**src/rtl/n64adv2_clk_mon_pkg.sv**
```systemverilog
// rtl/n64adv2_clk_mon_pkg.sv - shared state encodings and per-instance default windows for n64adv2_clk_mon
package n64adv2_clk_mon_pkg;

  typedef enum logic [1:0] {
    ST_UNLOCKED = 2'd0,
    ST_CHECK    = 2'd1,
    ST_LOCKED   = 2'd2
  } clk_mon_state_e;

  // Counts are toggle edges (monitored clock / 2 each) per window of system clocks.
  localparam int HDMI_WINDOW_LEN   = 1024;
  localparam int HDMI_CNT_MIN      = 500;
  localparam int HDMI_CNT_MAX      = 524;

  localparam int DRAM_WINDOW_LEN   = 1024;
  localparam int DRAM_CNT_MIN      = 980;
  localparam int DRAM_CNT_MAX      = 1068;

  localparam int AUDIO_WINDOW_LEN  = 4096;
  localparam int AUDIO_CNT_MIN     = 90;
  localparam int AUDIO_CNT_MAX     = 110;

  localparam int DEF_GOOD_WINDOWS  = 4;
  localparam int DEF_STALL_LEN     = 64;

endpackage

```
**src/rtl/n64adv2_tgl_sync.sv**
```systemverilog
// rtl/n64adv2_tgl_sync.sv - two-flop synchronizer plus history flop; flags either toggle transition
module n64adv2_tgl_sync (
  input  logic clk,
  input  logic rst,
  input  logic clk_en,
  input  logic tgl_async_i,
  output logic edge_o
);

  logic sync1;
  logic sync2;
  logic hist;

  always_ff @(posedge clk) begin
    if (rst) begin
      sync1 <= 1'b0;
      sync2 <= 1'b0;
      hist  <= 1'b0;
    end else if (clk_en) begin
      sync1 <= tgl_async_i;
      sync2 <= sync1;
      hist  <= sync2;
    end
  end

  assign edge_o = sync2 ^ hist;

endmodule

```
**src/rtl/n64adv2_clk_mon.sv**
```systemverilog
// rtl/n64adv2_clk_mon.sv - windowed edge-count clock monitor with debounced ok and loss pulse
// Optional sticky loss flag built when N64ADV2_CLK_MON_STICKY_EN is defined.
module n64adv2_clk_mon
  import n64adv2_clk_mon_pkg::*;
#(
  parameter int WINDOW_LEN   = 1024,
  parameter int CNT_W        = 16,
  parameter int CNT_MIN      = 500,
  parameter int CNT_MAX      = 524,
  parameter int GOOD_WINDOWS = 4,
  parameter int STALL_LEN    = 64
) (
  input  logic             clk,
  input  logic             rst,
  input  logic             clk_en,
  input  logic             tgl_async_i,
  output logic [CNT_W-1:0] meas_o,
  output logic             meas_valid_o,
  output logic             clk_ok_o,
  output logic             clk_lost_o,
  output logic [1:0]       state_o
`ifdef N64ADV2_CLK_MON_STICKY_EN
  ,
  input  logic             lost_clr_i,
  output logic             lost_sticky_o
`endif
);

  localparam int WIN_W   = $clog2(WINDOW_LEN);
  localparam int STALL_W = $clog2(STALL_LEN + 1);
  localparam int GOOD_W  = $clog2(GOOD_WINDOWS + 1);

  localparam logic [WIN_W-1:0]   WIN_LAST  = WIN_W'(WINDOW_LEN - 1);
  localparam logic [STALL_W-1:0] STALL_LIM = STALL_W'(STALL_LEN);
  localparam logic [GOOD_W-1:0]  GOOD_LIM  = GOOD_W'(GOOD_WINDOWS);
  localparam logic [CNT_W-1:0]   CNT_SAT   = '1;
  localparam logic [CNT_W-1:0]   CNT_LO    = CNT_W'(CNT_MIN);
  localparam logic [CNT_W-1:0]   CNT_HI    = CNT_W'(CNT_MAX);

  logic                 tgl_edge;
  logic [WIN_W-1:0]     win_cnt;
  logic [CNT_W-1:0]     edge_cnt;
  logic [CNT_W-1:0]     edge_cnt_incl;
  logic [STALL_W-1:0]   stall_cnt;
  logic [STALL_W-1:0]   stall_nxt;
  logic [GOOD_W-1:0]    good_cnt;
  logic [GOOD_W-1:0]    good_nxt;
  logic [GOOD_W-1:0]    good_inc;
  clk_mon_state_e       state_q;
  clk_mon_state_e       state_nxt;
  logic                 win_end;
  logic                 win_good;
  logic                 stall_hit;
  logic                 lost_nxt;
  logic [CNT_W-1:0]     meas_q;
  logic                 meas_valid_q;
  logic                 clk_ok_q;
  logic                 lost_q;

  n64adv2_tgl_sync u_tgl_sync (
    .clk         (clk),
    .rst         (rst),
    .clk_en      (clk_en),
    .tgl_async_i (tgl_async_i),
    .edge_o      (tgl_edge)
  );

  // Edge in the terminal cycle belongs to the closing window, so judge the inclusive count.
  assign win_end       = (win_cnt == WIN_LAST);
  assign edge_cnt_incl = (tgl_edge && (edge_cnt != CNT_SAT)) ? edge_cnt + 1'b1 : edge_cnt;
  assign win_good      = (edge_cnt_incl >= CNT_LO) && (edge_cnt_incl <= CNT_HI);

  assign stall_nxt = tgl_edge ? '0 :
                     (stall_cnt == STALL_LIM) ? stall_cnt : stall_cnt + 1'b1;
  assign stall_hit = (stall_nxt == STALL_LIM);
  assign good_inc  = good_cnt + 1'b1;

  always_comb begin
    state_nxt = state_q;
    good_nxt  = good_cnt;
    lost_nxt  = 1'b0;
    case (state_q)
      ST_UNLOCKED: begin
        if (win_end && win_good) begin
          if (GOOD_WINDOWS == 1) begin
            state_nxt = ST_LOCKED;
            good_nxt  = '0;
          end else begin
            state_nxt = ST_CHECK;
            good_nxt  = GOOD_W'(1);
          end
        end
      end
      ST_CHECK: begin
        if (win_end) begin
          if (!win_good) begin
            state_nxt = ST_UNLOCKED;
            good_nxt  = '0;
          end else if (good_inc == GOOD_LIM) begin
            state_nxt = ST_LOCKED;
            good_nxt  = '0;
          end else begin
            good_nxt  = good_inc;
          end
        end
      end
      ST_LOCKED: begin
        // A stall and a bad window end in the same cycle still yield one pulse.
        if (stall_hit || (win_end && !win_good)) begin
          state_nxt = ST_UNLOCKED;
          good_nxt  = '0;
          lost_nxt  = 1'b1;
        end
      end
      default: begin
        state_nxt = ST_UNLOCKED;
        good_nxt  = '0;
      end
    endcase
  end

  always_ff @(posedge clk) begin
    if (rst) begin
      win_cnt      <= '0;
      edge_cnt     <= '0;
      stall_cnt    <= '0;
      good_cnt     <= '0;
      state_q      <= ST_UNLOCKED;
      meas_q       <= '0;
      meas_valid_q <= 1'b0;
      clk_ok_q     <= 1'b0;
      lost_q       <= 1'b0;
    end else if (clk_en) begin
      win_cnt      <= win_end ? '0 : win_cnt + 1'b1;
      edge_cnt     <= win_end ? '0 : edge_cnt_incl;
      stall_cnt    <= stall_nxt;
      good_cnt     <= good_nxt;
      state_q      <= state_nxt;
      meas_valid_q <= win_end;
      clk_ok_q     <= (state_nxt == ST_LOCKED);
      lost_q       <= lost_nxt;
      if (win_end) begin
        meas_q <= edge_cnt_incl;
      end
    end
  end

  assign meas_o       = meas_q;
  assign meas_valid_o = meas_valid_q & clk_en;
  assign clk_ok_o     = clk_ok_q;
  assign clk_lost_o   = lost_q & clk_en;
  assign state_o      = state_q;

`ifdef N64ADV2_CLK_MON_STICKY_EN
  logic lost_sticky_q;

  always_ff @(posedge clk) begin
    if (rst) begin
      lost_sticky_q <= 1'b0;
    end else if (clk_en) begin
      if (lost_nxt) begin
        lost_sticky_q <= 1'b1;
      end else if (lost_clr_i) begin
        lost_sticky_q <= 1'b0;
      end
    end
  end

  assign lost_sticky_o = lost_sticky_q;
`endif

endmodule

```
**config.mk**
```make
export PLATFORM = sky130hd
export DESIGN_NAME = n64adv2_clk_mon
export DESIGN_NICKNAME = d
export VERILOG_FILES = /design/src/rtl/n64adv2_clk_mon_pkg.sv /design/src/rtl/n64adv2_tgl_sync.sv /design/src/rtl/n64adv2_clk_mon.sv
export SDC_FILE = /design/constraint.sdc
export NUM_CORES = 1
export LEC_CHECK = 0
export CAP_MARGIN = 20
export CORE_MARGIN = 1
export CORE_UTILIZATION = 40
export CTS_CLUSTER_SIZE = 40
export DETAILED_ROUTE_END_ITERATION = 12
export GPL_ROUTABILITY_DRIVEN = 0
export GPL_TIMING_DRIVEN = 1
export MAX_ROUTING_LAYER = met4
export PLACE_DENSITY = 0.57
export SLEW_MARGIN = 20
export SYNTH_ARGS = -nofsm -noshare
export SYNTH_HDL_FRONTEND = slang
export SYNTH_SLANG_ARGS = --single-unit
```
**constraint.sdc**
```tcl
create_clock -name clk -period 4.54 [get_ports clk]
set_input_delay 0.908 -clock clk [delete_from_list [all_inputs] [get_ports clk]]
set_output_delay 0.908 -clock clk [all_outputs]
set_load 0.05 [all_outputs]
```
==> results.txt, run 1 <==
The worst flop-to-flop path startpoint is u_tgl_sync.sync2$_SDFFE_PP0P_. The sequential fraction of the synthesis area is 0.3540. The number of filler instances in the final layout is 830. Yosys mapped the design onto just under 70 distinct sky130hd cell types.

In this run the tightest slew margin relative to its limit is 0.4619. Buffers added to address setup during post-CTS repair amount to 0. In the post-synthesis netlist, the biggest area contributors are dfxtp_1, nor2_1, nand2_1, a21oi_1, xnor2_1. The register-to-register setup slack is approximately 950 ps. The via count of the first global-routing pass came out at 2942. dfxtp_1 takes more of the synthesized area than any other cell. The final count of hold timing violations came out at 0. The total setup violations reported at the end of the flow is 0.

The critical path is of the register to register type. The total power divided by cell area is 289.7 nW/um2. The number of gates resized after CTS is 0. The die area is 8856 um2.

The proportion of register bits with asynchronous set or reset after synthesis is 0. Measured in cells, the most critical reg-to-reg path has a length of 8. The setup total negative slack came out at 0 ps. The synthesized design contains 0 enable-type register cells. The first detailed-routing pass ran for 4 iterations. The HPWL after detailed placement is between 5000 and 6000 um. The endpoint identified for the worst register-to-register timing path is good_cnt[1]$_SDFFE_PP0P_.

The final routed wire length divided by cell count came out at 15.64 um. Walking the worst path, the cells encountered are xor2_1, nand2_1, or4_4, and2_4, o41a_1, and3_4, o2111ai_4, mux2_4. The placed cell count came out at between 500 and 600. Summing all placed instances gives a cell area of 3681 um2. The slew at the pin closest to its max-slew limit came out at 804.4 ps. Of the total power, registers draw 0.477. TritonCTS built the clock tree. The count of input and output buffers came out at 24. Setup repair after global routing left no endpoint under its margin. The highest net fanout along the worst path is 11. The die is about 94 um tall. The routed layout has 3076 vias.

The cell area after technology mapping came out at 3393 um2. The remaining number of nets flagged by the antenna check after routing is 0. The initial antenna violation count came out at 0. For this run, the number of standard cells in the final layout without fillers is 547. The cell type of the slowest stage on the worst timing path is xor2_1. After clock tree synthesis, the clock-pin slew on the worst setup and hold paths is about 70 ps. The utilization after layout is 0.4742.

The proportion of total power due to net switching is 0.2401. The tool flagged a number of max-cap violations equal to 0. The source-to-sink clock delay at the later pin of the worst-skew pair came out at 350 ps. The final non-filler cell area came out at between 3000 and 4000 um2. The run finished with clean final reports. The endpoint required time on the critical path is between 4000 and 5000 ps. The fraction of synthesized cell area taken by the top area cell type came out at 0.3540. The area overhead of the layout relative to synthesis is 14.82%. During synthesis, Yosys emitted a total of 0 warnings.

The maximum level of the CTS H-tree came out at 3. The number of nets in the synthesized netlist is ~430. The net switching component of the power came out at roughly 270 uW. The relative contribution of the clock network to total power came out at 0.469. The DRC violation total after the first TritonRoute iteration is between 100 and 150. Dividing the detail-routed via count by the number of cells gives 5.623. In this run the static leakage power is between 1 and 1.5 nW. In this run the worst setup path begins at u_tgl_sync.sync2$_SDFFE_PP0P_. STA classifies the critical path endpoint as a register. The number of instances on the worst hold path is 2. The DRC violation count after routing came out at 0. The hold buffer count at cts is 0. The worst setup margin is 954.9 ps.

The count of pins on the block boundary came out at 25. For this run, the leading register cell type out of synthesis is dfxtp_1. In this run the most critical hold path is launched from meas_o[13]$_SDFFE_PP0P_. The worst-case IR drop observed on VDD is 178.4 uV. The final period utilization came out at 0.7897. After detailed routing, the total wire length is 8555 um. The worst setup timing slack at the placement stage is 1011 ps.

The final net count is 447. The internal power consumption is 857.7 uW. The clock tree skew after final layout is about 5.5 ps. The effective utilization at floorplan is 0.4130. Measured along the x axis, the die boundary spans approximately 94 um.

The largest buffer count on any clock path came out at 2. Derived from the worst setup path, the maximum achievable clock frequency is 278.9 MHz. The post-synthesis register bit count is 60.

In this run the mean area of a mapped cell was around 8 um2. The fraction of final layout cells sized beyond drive strength 1 came out at 0.09276. Subtracting the final worst setup slack from the clock period gives 3585 ps. The sink count of the clock tree came out at 60. The share of total power dissipated in combinational logic is 0.054. The total area inside the core boundary comes to between 8000 and 9000 um2. The total congestion overflow came out at 0. The number of cells produced by synthesis came out at 422. The root buffer cell chosen for the clock tree is clkbuf_8.

The maximum number of pins on one net before global-route repair came out at 40. The repair_antennas step left the layout with diodes totalling 0. The wire length of the first global-routing pass is 14410 um. The worst setup path is launched from a register.

The total routing resource utilization after global routing is 0.2168. The largest single stage delay on the critical path is 670 ps. The data arrival at the endpoint of the critical path came out at 3820 ps. The row count came out at 33.

The number of pins exceeding their max-slew limit in the final report is 0. The number of buffers created by CTS is 9. The sink of the worst hold path is meas_o[13]$_SDFFE_PP0P_. The worst min-delay path class is register to register.
kinds of logic (layout without fill, tap and decap cells):
family | after synthesis | after routing | share of synthesized area
DFF | 60 | 60 | 0.3540
muxes | 9 | 9 | 0.02839
AOI/OAI and AO/OA | 103 | 103 | 0.2161
adders and majority gates | 6 | 6 | 0.02212
buffers and inverters | 38 | 58 | 0.05125
and+or+nand+nor | 189 | 189 | 0.2821
xor gates and xnor gates | 17 | 17 | 0.04609
how the worst max path moves through the flow:
| stage | to |
|---|---|
| 3_5_place_dp | good_cnt[1]$_SDFFE_PP0P_ |
| 3_3_place_gp | good_cnt[1]$_SDFFE_PP0P_ |
| 2_1_floorplan | good_cnt[1]$_SDFFE_PP0P_ |
| 4_1_cts | good_cnt[1]$_SDFFE_PP0P_ |
| 6_report | good_cnt[1]$_SDFFE_PP0P_ |
| 5_1_grt | state_o[0]$_SDFFE_PP0P_ |
registers in the layout (all words and copies together), names as in the netlist:
register / cells
edge_cnt: 16
win_cnt: 10
state_o: 2
clk_ok_o: 1
u_tgl_sync.sync1: 1
good_cnt: 3
u_tgl_sync.sync2: 1
meas_valid_q: 1
stall_cnt: 7
meas_o: 16
u_tgl_sync.hist: 1
lost_q: 1
Yosys cell counts, types with 2 or more instances:
| cell type | count |
|---|---|
| dfxtp_1 | 60 |
| nor2_1 | 56 |
| nand2_1 | 45 |
| a21oi_1 | 28 |
| nand3_1 | 16 |
| clkbuf_1 | 15 |
| o21ai_0 | 15 |
| inv_1 | 12 |
| nor3_1 | 12 |
| nand4_1 | 10 |
| o21ai_1 | 10 |
| xnor2_1 | 10 |
| buf_2 | 7 |
| mux2i_1 | 7 |
| or3_1 | 7 |
| ha_1 | 6 |
| nor4_1 | 6 |
| xor2_1 | 6 |
| a22o_1 | 5 |
| and3_1 | 5 |
| a22oi_1 | 4 |
| a41oi_1 | 4 |
| and4_1 | 4 |
| nand2b_1 | 4 |
| o21a_1 | 4 |
| a31oi_1 | 3 |
| and2_1 | 3 |
| and4_4 | 3 |
| buf_6 | 3 |
| nor2b_1 | 3 |
| nor3b_1 | 3 |
| a21o_1 | 2 |
| a2bb2oi_1 | 2 |
| a32oi_1 | 2 |
| o2111ai_1 | 2 |
| o31a_1 | 2 |
| o31ai_1 | 2 |
| o41a_1 | 2 |
| or2_1 | 2 |
layer usage:
| metal | global-route usage | vias to the layer above | part of all wire |
|---|---|---|---|
| li1 | - | 1543 | - |
| met3 | 0.06311 | 13 | 0.040 |
| met2 | 0.3370 | 66 | 0.47 |
| met4 | 0.08462 | 0 | 0.023 |
| met5 | - | - | 0 |
| met1 | 0.2635 | 1454 | 0.47 |
stage by stage:
step / hold slack (ps) / power [mW]
2_1_floorplan: 436.5 / 0.5908
3_3_place_gp: 433.8 / 0.6106
3_5_place_dp: 440.0 / 0.6112
4_1_cts: 449.2 / 1.143
5_1_grt: 466.6 / 1.174
6_report: 444.6 / 1.129
cells in the final DEF, fill, tap and decap left out, drive strengths merged, types with 3 or more instances in the layout:
cell type and count:
clkdlybuf4s50 24, buf 6, inv 12, nor2 57
a41oi 4, nor3b 4, and3 6, xor2 6
a21oi 28, nor4 6, or2 3, o21a 5
nand2 45, nand3 17, and4 7, or3 7
clkinv 4, o2111ai 3, a31oi 3, o21ai 25
and2 4, nor3 12, nand2b 4, nand4 10
ha 6, dfxtp 60, a22oi 4, a22o 5
nor2b 3, xnor2 11, mux2i 7, clkbuf 9
worst max-delay path: cells and delay by family (launching register included):
kind	cells	cell delay, ps
mux	1	320
flops	1	420
xor+xnor	1	670
simple gates	4	1350
compound gates	2	720
power groups by stage:
stage                     logic [mW]  registers (mW)  clock network (mW)
after global routing          0.0676           0.538               0.568
after CTS                     0.0617           0.538               0.544
after global placement        0.0610           0.550                   0
after detailed placement      0.0614           0.550                   0
after floorplan               0.0388           0.552                   0
final                         0.0611           0.538               0.530
cell type report:
type / count / area [um2] / share of cell area
Clock buffer: 9 / 123.9 / 0.03179
Timing Repair Buffer: 30 / 285.3 / 0.07322
Multi-Input combinational cell: 324 / 2018 / 0.5180
Sequential cell: 60 / 1201 / 0.3083
Inverter: 12 / 45.04 / 0.01156
Tap cell: 105 / 131.4 / 0.03372
Clock inverter: 7 / 91.34 / 0.02344
No activity file was read; power rests on OpenSTA's default activity.
==> inputs of run 2 (changes only) <==
==> constraint.sdc (replaced) <==
create_clock -name clk -period 3.7 [get_ports clk]
set_input_delay 0.74 -clock clk [delete_from_list [all_inputs] [get_ports clk]]
set_output_delay 0.74 -clock clk [all_outputs]
set_load 0.05 [all_outputs]
==> run 2 against run 1 <==
Effect of this change: global-route usage shrank 0.84 points; sequential cell count is the same; via count grew 1.6%; sequential power grew 23%; fmax grew 11%; core utilization grew 0.23 points; die area is the same; non-clock buffer count grew 6.
==> results.txt, run 2 (same netlist as run 1, synthesis figures left out) <==
The wire length reported by the detailed router came out at 8373 um. Data on the critical path is required at its endpoint by slightly below 4000 ps. The row count is 33. The die area is 8856 um2.

In this run the critical register-to-register path is captured at good_cnt[1]$_SDFFE_PP0P_. The startpoint identified for the worst hold timing path is meas_o[7]$_SDFFE_PP0P_. The count of pins on the block boundary came out at 25. The source-to-sink clock delay at the later pin of the worst-skew pair came out at 340 ps. The core footprint is 8217 um2. The path depth of the worst reg2reg path is 9. The number of gates resized after CTS came out at 0. The critical path starts at edge_cnt[0]$_SDFFE_PP0P_. STA classifies the critical path endpoint as a register.

In the final routed layout, each cell accounts on average for 15.17 um. The wire length of the first global-routing pass came out at about 14000 um. The detailed-placement wirelength estimate came out at approximately 5900 um. The register-to-register setup slack came out at 460 ps. For this run, the post-layout net count is 453. The highest net fanout along the worst path is 8.

The area occupied by multi-input gates came out at a little over 2000 um2. Dividing total power by cell area gives a power density of approximately 320 nW/um2. The remaining number of nets flagged by the antenna check after routing is 0. The maximum level of the CTS H-tree is 3.

Registers take 1201 um2. The DRC violation count after routing is 0. The die outline height came out at 94.11 um. The initial antenna violation count is 0. For the pin with the worst max-slew slack, the measured transition is 795.3 ps. Setup violations remaining at the end of the flow were counted as 0.

In the global route stage, overall resource usage came out at 0.2084. The most critical setup path has its endpoint at good_cnt[1]$_SDFFE_PP0P_. The critical path in this run is classified as register to register.

The effective utilization at floorplan is 0.4130. The final period utilization is 0.8750. The maximum number of pins on one net before global-route repair came out at 26.

TritonCTS built the clock tree. The run finished with clean final reports. Setup repair after global routing left no endpoint under its margin.

For this run, the detailed router's first-pass iteration total came to 4. The count of input and output buffers is 24. The routed via count came out at 3126.

The die outline width came out at about 94 um. The total congestion overflow is 0. The via count of the first global-routing pass came out at 2822.

The worst hold path belongs to the class register to register. The maximum vdd ir drop is 173.1 uV. The number of pins exceeding their max-slew limit in the final report is 0.

In this run the critical register-to-register path is launched from edge_cnt[0]$_SDFFE_PP0P_. The clock transition at the registers of the reported paths is 60 ps. The setup total negative slack came out at 0 ps.

The DRC violation total after the first TritonRoute iteration came out at between 150 and 200. The fraction of final layout cells sized beyond drive strength 1 came out at 0.1029. The area overhead of the layout relative to synthesis is 15.38%. The library cell used most frequently in the layout, excluding fill and tap cells, is dfxtp_1. In this run the tightest slew margin relative to its limit is 0.4624. Data on the critical path arrives at its endpoint at roughly 3500 ps. The library cells used most frequently in the layout, excluding fill and tap cells, are dfxtp_1, nor2_1, nand2_1.

The hold buffer count at cts is 0. In this run, CTS created clock tree buffers numbering 9. The worst-case hold slack is between 400 and 500 ps. Post-CTS timing repair inserted 0 buffers for setup.

The number of maximum-capacitance violations is 0. The kind of start point of the critical path is a register. The final count of hold timing violations came out at 0. The ratio of routed vias to standard cells is approximately 5.7. The static leakage came out at 1.353 nW. The largest buffer count on any clock path is 2. CTS placed an instance of clkbuf_8 at the clock tree root. The clock tree skew after final layout came out at 7.884 ps. For this run, the top clock speed supported by timing is 308.9 MHz.

The final antenna diode count is 0. Counting I/O delays and the setup requirement, the final critical path takes around 3200 ps. The sink count of the clock tree came out at 60. The number of filler instances in the final layout is ~830.
[run 2: changes by cell type in the layout (fill, tap and decap cells not counted)]
cell             previous run  this run
clkinv_4                    1         0
clkinvlp_4                  1         0
buf_4                       6        12
clkbuf_1                    0         2
clkdlybuf4s50_1            24        22
bufinv_16                   2         0
clkinv_2                    3         2
clkbuf_8                    9        11
buf_12                      0         2
[run 2: worst min path at each step]
stage | to | slack, ps | depth (start not counted)
6_report | meas_o[7]$_SDFFE_PP0P_ | 440 | 2
5_1_grt | meas_o[13]$_SDFFE_PP0P_ | 470 | 2
4_1_cts | meas_o[7]$_SDFFE_PP0P_ | 450 | 2
3_5_place_dp | meas_o[7]$_SDFFE_PP0P_ | 440 | 2
3_3_place_gp | meas_o[7]$_SDFFE_PP0P_ | 430 | 2
2_1_floorplan | lost_q$_SDFFE_PP0P_ | 440 | 2
[run 2: worst max-delay path: stages, from the launching register on]
cell and delay [ps]:
dfxtp_1 470, ha_1 270, nand3_1 230, a2111oi_4 450
a21boi_2 120, or4b_4 560, a211oi_4 330, and3_4 260
o2111ai_4 150, mux2_4 320
[run 2: layer usage]
metal,track usage,vias to the layer above,routed length [um]
met5,-,-,0
met4,0.09103,0,255
met3,0.05097,19,379
met1,0.2564,1465,3954
met2,0.3230,78,3784
li1,-,1564,-
[run 2: area by class of cell]
type / instances / share of cell area
Clock buffer: 13 / 0.04059
Clock inverter: 2 / 0.002557
Inverter: 12 / 0.01151
Multi-Input combinational cell: 324 / 0.5155
Sequential cell: 60 / 0.3068
Tap cell: 105 / 0.03356
Timing Repair Buffer: 36 / 0.08949
[run 2: where the power goes]
group / internal (mW) / switching (mW)
sequential: 0.652 / 0.00787
clock: 0.274 / 0.252
combinational: 0.0270 / 0.0512
[run 2: through the flow]
stage,cell area (um2),power (mW),std cells,utilization,setup slack [ps]
after floorplan,3393,0.7250,422,-,669.5
after global placement,3746,0.7517,537,0.4559,557.1
after detailed placement,3746,0.7525,537,0.4559,492.7
after CTS,3915,1.280,552,0.4765,478.9
after global routing,3915,1.319,552,0.4765,266.3
final,3915,1.264,552,0.4765,462.4
